===== src/rtl/serial_rx_fifo.sv =====
// serial_rx_fifo: 8N1 serial receiver sampling at N clocks per bit, feeding a
// small first-word-fall-through FIFO. Framing errors and dropped bytes are
// reported as single-cycle pulses.
module serial_rx_fifo #(
    parameter int DEPTH = 4,
    parameter int N     = 16
) (
    input  logic       CLK_RX,
    input  logic       RST,
    input  logic       RX,
    input  logic       RD_EN,
    output logic [7:0] DATA,
    output logic       EMPTY,
    output logic       FULL,
    output logic       OVERRUN,
    output logic       FRAME_ERR
);

    localparam int AW   = $clog2(DEPTH);
    localparam int CW   = $clog2(10 * N);
    localparam int HALF = N / 2 - 1;

    typedef enum logic [2:0] {
        ST_IDLE,
        ST_START,
        ST_DATA,
        ST_STOP,
        ST_BREAK
    } state_t;

    // ---------------------------------------------------------------
    // Line synchronizer and edge detect
    // ---------------------------------------------------------------
    logic sync0, line, line_d;
    logic start_edge;

    // Two-flop synchronizer plus one delayed copy for falling-edge detection
    always_ff @(posedge CLK_RX or posedge RST) begin
        if (RST) begin
            sync0  <= 1'b1;
            line   <= 1'b1;
            line_d <= 1'b1;
        end else begin
            sync0  <= RX;
            line   <= sync0;
            line_d <= line;
        end
    end

    assign start_edge = line_d & ~line;

    // ---------------------------------------------------------------
    // Receiver FSM
    // ---------------------------------------------------------------
    state_t         state;
    logic [CW-1:0]  cnt;      // ticks since start-edge detection
    logic [CW-1:0]  smp_at;   // tick of the next mid-bit sample
    logic [2:0]     bit_idx;
    logic [7:0]     shreg;
    logic           frame_err;
    logic           at_smp;
    logic           wr_req;
    logic [7:0]     wr_byte;

    assign at_smp  = (cnt == smp_at);
    // Stop sample high completes a good byte; the FIFO takes it at this same edge
    assign wr_req  = (state == ST_STOP) && at_smp && line;
    assign wr_byte = shreg;

    // Frame sequencing: one frame-wide tick counter, sample point advances by N
    always_ff @(posedge CLK_RX or posedge RST) begin
        if (RST) begin
            state     <= ST_IDLE;
            cnt       <= '0;
            smp_at    <= '0;
            bit_idx   <= '0;
            shreg     <= '0;
            frame_err <= 1'b0;
        end else begin
            frame_err <= 1'b0;
            cnt       <= cnt + 1'b1;
            case (state)
                ST_IDLE: begin
                    cnt <= '0;
                    if (start_edge) begin
                        state   <= ST_START;
                        smp_at  <= CW'(HALF);
                        bit_idx <= '0;
                    end
                end
                ST_START: begin
                    if (at_smp) begin
                        if (line) begin
                            // Too short to be a start bit
                            state <= ST_IDLE;
                        end else begin
                            state  <= ST_DATA;
                            smp_at <= smp_at + CW'(N);
                        end
                    end
                end
                ST_DATA: begin
                    if (at_smp) begin
                        shreg  <= {line, shreg[7:1]};
                        smp_at <= smp_at + CW'(N);
                        if (bit_idx == 3'd7) begin
                            state <= ST_STOP;
                        end else begin
                            bit_idx <= bit_idx + 1'b1;
                        end
                    end
                end
                ST_STOP: begin
                    if (at_smp) begin
                        if (line) begin
                            // Back to IDLE mid stop bit so an early next start is caught
                            state <= ST_IDLE;
                        end else begin
                            frame_err <= 1'b1;
                            state     <= ST_BREAK;
                        end
                    end
                end
                ST_BREAK: begin
                    // Wait out a held-low line; no start detection in here
                    cnt <= '0;
                    if (line) begin
                        state <= ST_IDLE;
                    end
                end
                default: begin
                    state <= ST_IDLE;
                    cnt   <= '0;
                end
            endcase
        end
    end

    assign FRAME_ERR = frame_err;

    // ---------------------------------------------------------------
    // FIFO
    // ---------------------------------------------------------------
    logic [7:0]  mem [DEPTH];
    logic [AW:0] wr_ptr, rd_ptr;
    logic [AW:0] wr_next, rd_next;
    logic        pop, wr_ok;
    logic [7:0]  data_q;
    logic        overrun;

    assign EMPTY   = (wr_ptr == rd_ptr);
    assign FULL    = (wr_ptr[AW] != rd_ptr[AW]) &&
                     (wr_ptr[AW-1:0] == rd_ptr[AW-1:0]);
    assign pop     = RD_EN & ~EMPTY;
    // A pop at the same edge frees the slot, so a write to a full FIFO still lands
    assign wr_ok   = wr_req & (~FULL | pop);
    assign rd_next = pop   ? rd_ptr + 1'b1 : rd_ptr;
    assign wr_next = wr_ok ? wr_ptr + 1'b1 : wr_ptr;

    // Storage array, no reset needed: contents are only read behind the pointers
    always_ff @(posedge CLK_RX) begin
        if (wr_ok) begin
            mem[wr_ptr[AW-1:0]] <= wr_byte;
        end
    end

    // Pointers, overrun pulse and registered head byte
    always_ff @(posedge CLK_RX or posedge RST) begin
        if (RST) begin
            wr_ptr  <= '0;
            rd_ptr  <= '0;
            data_q  <= 8'h00;
            overrun <= 1'b0;
        end else begin
            overrun <= wr_req & FULL & ~pop;
            wr_ptr  <= wr_next;
            rd_ptr  <= rd_next;
            // Preload the next head; if it is the slot written right now, bypass
            if (rd_next != wr_next) begin
                if (rd_next == wr_ptr) begin
                    data_q <= wr_byte;
                end else begin
                    data_q <= mem[rd_next[AW-1:0]];
                end
            end
        end
    end

    assign DATA    = data_q;
    assign OVERRUN = overrun;

endmodule

===== config.mk =====
export PLATFORM = sky130hd
export DESIGN_NAME = serial_rx_fifo
export DESIGN_NICKNAME = d
export VERILOG_FILES = /design/src/rtl/serial_rx_fifo.sv
export SDC_FILE = /design/constraint.sdc
export NUM_CORES = 1
export LEC_CHECK = 0
export ABC_AREA = 1
export CORE_ASPECT_RATIO = 0.75
export CORE_MARGIN = 4
export CORE_UTILIZATION = 55
export CTS_CLUSTER_DIAMETER = 120
export CTS_CLUSTER_SIZE = 30
export DETAILED_ROUTE_END_ITERATION = 6
export PLACE_DENSITY = 0.76
export SKIP_CTS_REPAIR_TIMING = 1
export SLEW_MARGIN = 5
export SYNTH_ARGS = -nofsm -noshare
export SYNTH_HDL_FRONTEND = slang
export SYNTH_SLANG_ARGS = --single-unit

===== constraint.sdc =====
create_clock -name CLK_RX -period 1.68 [get_ports CLK_RX]
set_input_delay 0.168 -clock CLK_RX [delete_from_list [all_inputs] [get_ports CLK_RX]]
set_output_delay 0.168 -clock CLK_RX [all_outputs]
set_load 0.01 [all_outputs]

Word level (Yosys, flattened, before mapping)
Memories as Yosys holds them, arrays and structs flattened.
Index checks and enable logic that the tools add are counted.
{ "totals": {"ramBits": 32, "memories": 1, "output_inout_bits": 12, "reg_bits": 49, "in_bits": 4, "wordCells": 86} }
{ "memory_table": {"columns": ["name", "depth", "word_bits", "read_ports", "rd_clocked_by_memory_dff", "write_ports", "line", "source"], "rows": [
  ["mem", 4, 8, 1, 0, 1, "144", "logic [7:0] mem [DEPTH];"]
]} }
{ "classes": {"n_bitwise": 10, "mux": 27, "eq_ne": 19, "n_reduce_logical": 11, "addsub": 5} }
{ "ops": {"columns": ["cell", "n"], "rows": [
  ["$mux W8", 6],
  ["$mux W3", 12],
  ["$pmux W8 S3", 1],
  ["$ne A2 B2 Y1 const B", 8],
  ["$pmux W3 S5", 1],
  ["$add A3 B1 Y3 const B", 3],
  ["$add A8 B1 Y8 const B", 1],
  ["$add A8 B5 Y8 const B", 1],
  ["$eq A8 B8 Y1", 1],
  ["$eq A3 B2 Y1 const B", 2],
  ["$eq A3 B3 Y1", 2],
  ["$eq A3 B3 Y1 const B", 2],
  ["$pmux W3 S2", 1],
  ["$reduce_and A6 Y1", 1],
  ["$and A1 B1 Y1", 5],
  ["$mux W1", 5],
  ["$reduce_and A5 Y1", 1],
  ["$not A1 Y1", 4],
  ["$reduce_and A4 Y1", 1],
  ["$eq A3 B1 Y1 const B", 1],
  ["$logic_and A1 B1 Y1", 3],
  ["$logic_not A3 Y1", 1],
  ["$ne A3 B3 Y1", 1],
  ["$reduce_bool A3 Y1", 1],
  ["7 further kinds", 7]
]} }

Depth between registers and ports, before layout
{ "logic_depth": {"depth_word": 7, "mapped_depth": 15, "depth_no_buf": 15} }

Least setup slack after synthesis
No wires, ideal clock.
{ "synth_timing": {"path_kind": "flip-flop to flip-flop", "start": "register wr_ptr[1]", "end": "memory mem[0][0], enable pin", "path_stages_with_launch": 7, "required_time_ps": 1309, "setup_ps": 371, "t_arrival_ps": 1394, "synth_period_minus_slack_ps": 1765, "setup_slack_ps": -85, "cell_sequence": "dfrtp_1 > inv_1 > nand2_1 > nand2_1 > nand4_2 > nand3_2 > nor2_1"} }
{ "synth_via": {"elab_chain_len": 7} }
{ "synth_lines": {"columns": ["item", "line", "source"], "rows": [
  ["start, declared", "145", "logic [AW:0] wr_ptr, rd_ptr;"],
  ["start signal, assigned", "176", "wr_ptr <= wr_next;"],
  ["$eq A3 B3 Y1 / $eq A2 B2 Y1 (equally long branches)", "151, 153", null],
  ["$not A1 Y1 / $logic_and A1 B1 Y1 (equally long branches)", "154, 152", null],
  ["$and A1 B1 Y1 / $not A1 Y1 (equally long branches)", "154, 156", null],
  ["$or A1 B1 Y1", "156", "assign wr_ok = wr_req & (~FULL | pop);"],
  ["$and A1 B1 Y1", "156", null],
  ["$mux W1", "162", "if (wr_ok) begin"],
  ["$mux W1 (implied by the code)", "163", "mem[wr_ptr[AW-1:0]] <= wr_byte;"],
  ["end, declared", "144", null]
]} }
Several ways; a longest one is shown, not always the timed one.

Final worst setup path
{ "layout_timing": {"start": "register rd_ptr[0]", "end": "register data_q[2], in the netlist DATA[2]"} }
{ "layout_via": {"elab_chain_len": 7} }
{ "layout_lines": {"columns": ["item", "line", "source"], "rows": [
  ["start, declared", "145", null],
  ["start signal, assigned", "177", "rd_ptr <= rd_next;"],
  ["parallel branches: the longest is 7 deep, another holds $mem_v2 Z4 W8", null, null],
  ["end signal, assigned", "181", "data_q <= wr_byte;"],
  ["end signal, assigned", "183", "data_q <= mem[rd_next[AW-1:0]];"],
  ["end, declared", "148", "logic [7:0] data_q;"]
]} }
Several ways; the timed one is not identified.
A chain may end at the register's enable or synchronous reset.

==> out/results.ini <==
[synthesis]
synth_commonest_cells = nand2_1 (158), inv_1 (74), nand3_1 (46)
synth-xor-area-share_pct = 0.849
synthDistinctLibCells = 38
synthMuxAreaShare_pct = 0
synth-main-ff-cell = dfrtp_1
syn_nets = 480
ys_warn_count = 0
syn_area_um2 = 3980
synth_edf_count = 32
synth_top_family_by_area = simple AND/OR/NAND/NOR gates
netlist_top_cells_area = dfrtp_1 (27%), edfxtp_1 (24%), nand2_1 (15%)
yosys.area_share.simple_pct = 31.2
yosysTopAreaCellShare_pct = 27.0
synth_compound_area_share_pct = 3.74
synth.most_common_cell = nand2_1
ys_seq_area_share_pct = 53.2
yosys.area_share.adder_pct = 2.83
synth_seq_cells = 78
ys_async_sr_fraction_pct = 59.0
synth_top_area_cell = dfrtp_1
syn_avg_cell_area_um2 = 8.52
syn_inst = 467

[job]
drv_cap = 0

[timing]
setup_tns_ps = -3190
rsz0062_at_grt = yes
finalHoldViolations = 0
timing.final.max_slew_violations = 0
max_freq_ghz = 0.483
hold_slack_ps = 162
setup_ws_ps = -392
setup_viol = 40
period_share_pct = 123
worstMarginPinSlew_ps = 304
clock_skew_ps = 13.7
fin_crit_ps = 2070
slew_headroom_pct = 79.7

[run_status]
violations = setup timing
status = finished with violations

[floorplan]
dieWidth_um = 106
core.rowCount = 26
ioPinCount = 16
core_area_um2 = 6930
die_h_um = 81.7
dieArea_um2 = 8680
start_util_pct = 57.4

[placement]
place_hpwl_um = 6300
post_dp_cell_area_um2 = 4700
placedCellCount = 631
pre_cts_ws_ps = -257
portBuffers = 15
gp_congestion = 0.857

[clock_tree]
htree_levels = 3
numCtsBuffers = 9
cts_tree = yes
clk_path_buf_depth = 2
clk_latency_ps = 360
cts.clk_slew.worst_paths_ps = 90
root_buffer = clkbuf_8
cts_sinks = 78

[worst_setup_path]
regToRegSetupSlack_ps = -390
cp.required_ps = 1960
critPathKind = reg -> reg
arrival_ps = 2360
r2r.worst_path.cells = 11
worstPathMaxFanout = 7
reg2reg_from = rd_ptr[0]
cp-start-kind = flip-flop
r2r_end = DATA[2]
end_kind = flip-flop

[finish]
utilization_pct = 78.4
drive_above_1_share_pct = 33.7
final_cell_area_um2 = 5430
antennaDiodeCount = 0
area_growth_pct = 36.5
nets = 577
stdcell_count = 667

[route]
via_per_inst = 5.42
vias = 3614
first_pass_iters = 5
drc = 0
wl_per_cell_um = 16.2
wl_um = 10800
first_iter_violations = 330
postRouteAntennaNets = 0

[global_routing]
grt_pass1_vias = 3076
overflow = 0
grt_usage_pct = 21.7
grt_pass1_wl_um = 14500
use_met1_pct = 30.0
top_usage_layer = met2
use_met2_pct = 35.0
grt_max_degree = 47
grt_use_met3_pct = 5.66
grt_antenna_before_repair = 0

[min_path]
hold_class = in -> async

[power_and_ir_drop]
p_per_area_nw_per_um2 = 1780
ir_drop_mv = 0.917
leakagePower_nw = 2.59
power_mw = 9.66

[worst max path at each step]
stage	depth (start not counted)	to	start	slack, ps
6_report	11	DATA[2]	rd_ptr[0]	-390
4_1_cts	5	EMPTY	wr_ptr[0]	-480
3_5_place_dp	12	DATA[5]	wr_ptr[0]	-260
5_1_grt	14	DATA[2]	rd_ptr[1]	-460
3_3_place_gp	11	DATA[0]	RD_EN	-160
2_1_floorplan	7	mem[0][0]	cnt[5]	-70
[per-layer routing]
metal | wire length, µm | part of all wire [%]
met1 | 4410 | 41
met2 | 5150 | 48
met3 | 979 | 9.1
met4 | 233 | 2.2
met5 | 0 | 0
[logic make-up after synthesis]
| family | after synthesis |
|---|---|
| buf+inv | 82 |
| xor+xnor | 3 |
| simple gates | 269 |
| compound gates | 26 |
| flops | 78 |
| fa+ha+maj | 9 |
[critical path: stages (launching register included)]
cell and delay (ps):
dfrtp_2 450, xnor2_4 180, buf_4 170, or2_1 240
nand2_4 100, nand3_1 130, nand2_2 120, nand2_4 70
nor2_8 200, buf_6 140, nand3_2 80, nand2_1 140
[report_power, final]
| part | internal, mW | leakage, nW | total, mW | switching (mW) |
|---|---|---|---|---|
| registers | 2.29 | 0.920 | 2.58 | 0.295 |
| logic | 2.36 | 1.58 | 5.68 | 3.32 |
| clock network | 0.691 | 0.0899 | 1.40 | 0.707 |
[cells in the final DEF (no fill, tap or decap), types with 6 or more instances in the layout]
master	n
buf_6	10
inv_1	65
nand2_2	24
clkdlybuf4s50_1	13
nand3_1	34
inv_2	8
dfrtp_1	39
clkbuf_8	9
ha_1	9
nand4_1	7
edfxtp_1	32
nand3_2	12
buf_4	58
a21oi_1	6
nand2_4	12
o21ai_0	7
nor2_2	7
nor2_4	7
nand2_1	135
nor2_1	17
[sequential cells by signal, indices dropped and copies added, names as in the netlist]
signal	cells
line	1
shreg	8
rd_ptr	3
line_d	1
OVERRUN	1
wr_ptr	3
state	3
DATA	8
sync0	1
smp_at	5
mem	32
FRAME_ERR	1
cnt	8
bit_idx	3
[cell type report]
class	count	area, µm²
Timing Repair Buffer	88	793
Fill cell	404	1500
Clock buffer	11	131
Multi-Input combinational cell	310	1900
Tap cell	98	123
Sequential cell	78	2120
Clock inverter	5	58.8
Inverter	77	305
No activity file was read; power rests on OpenSTA's default activity.
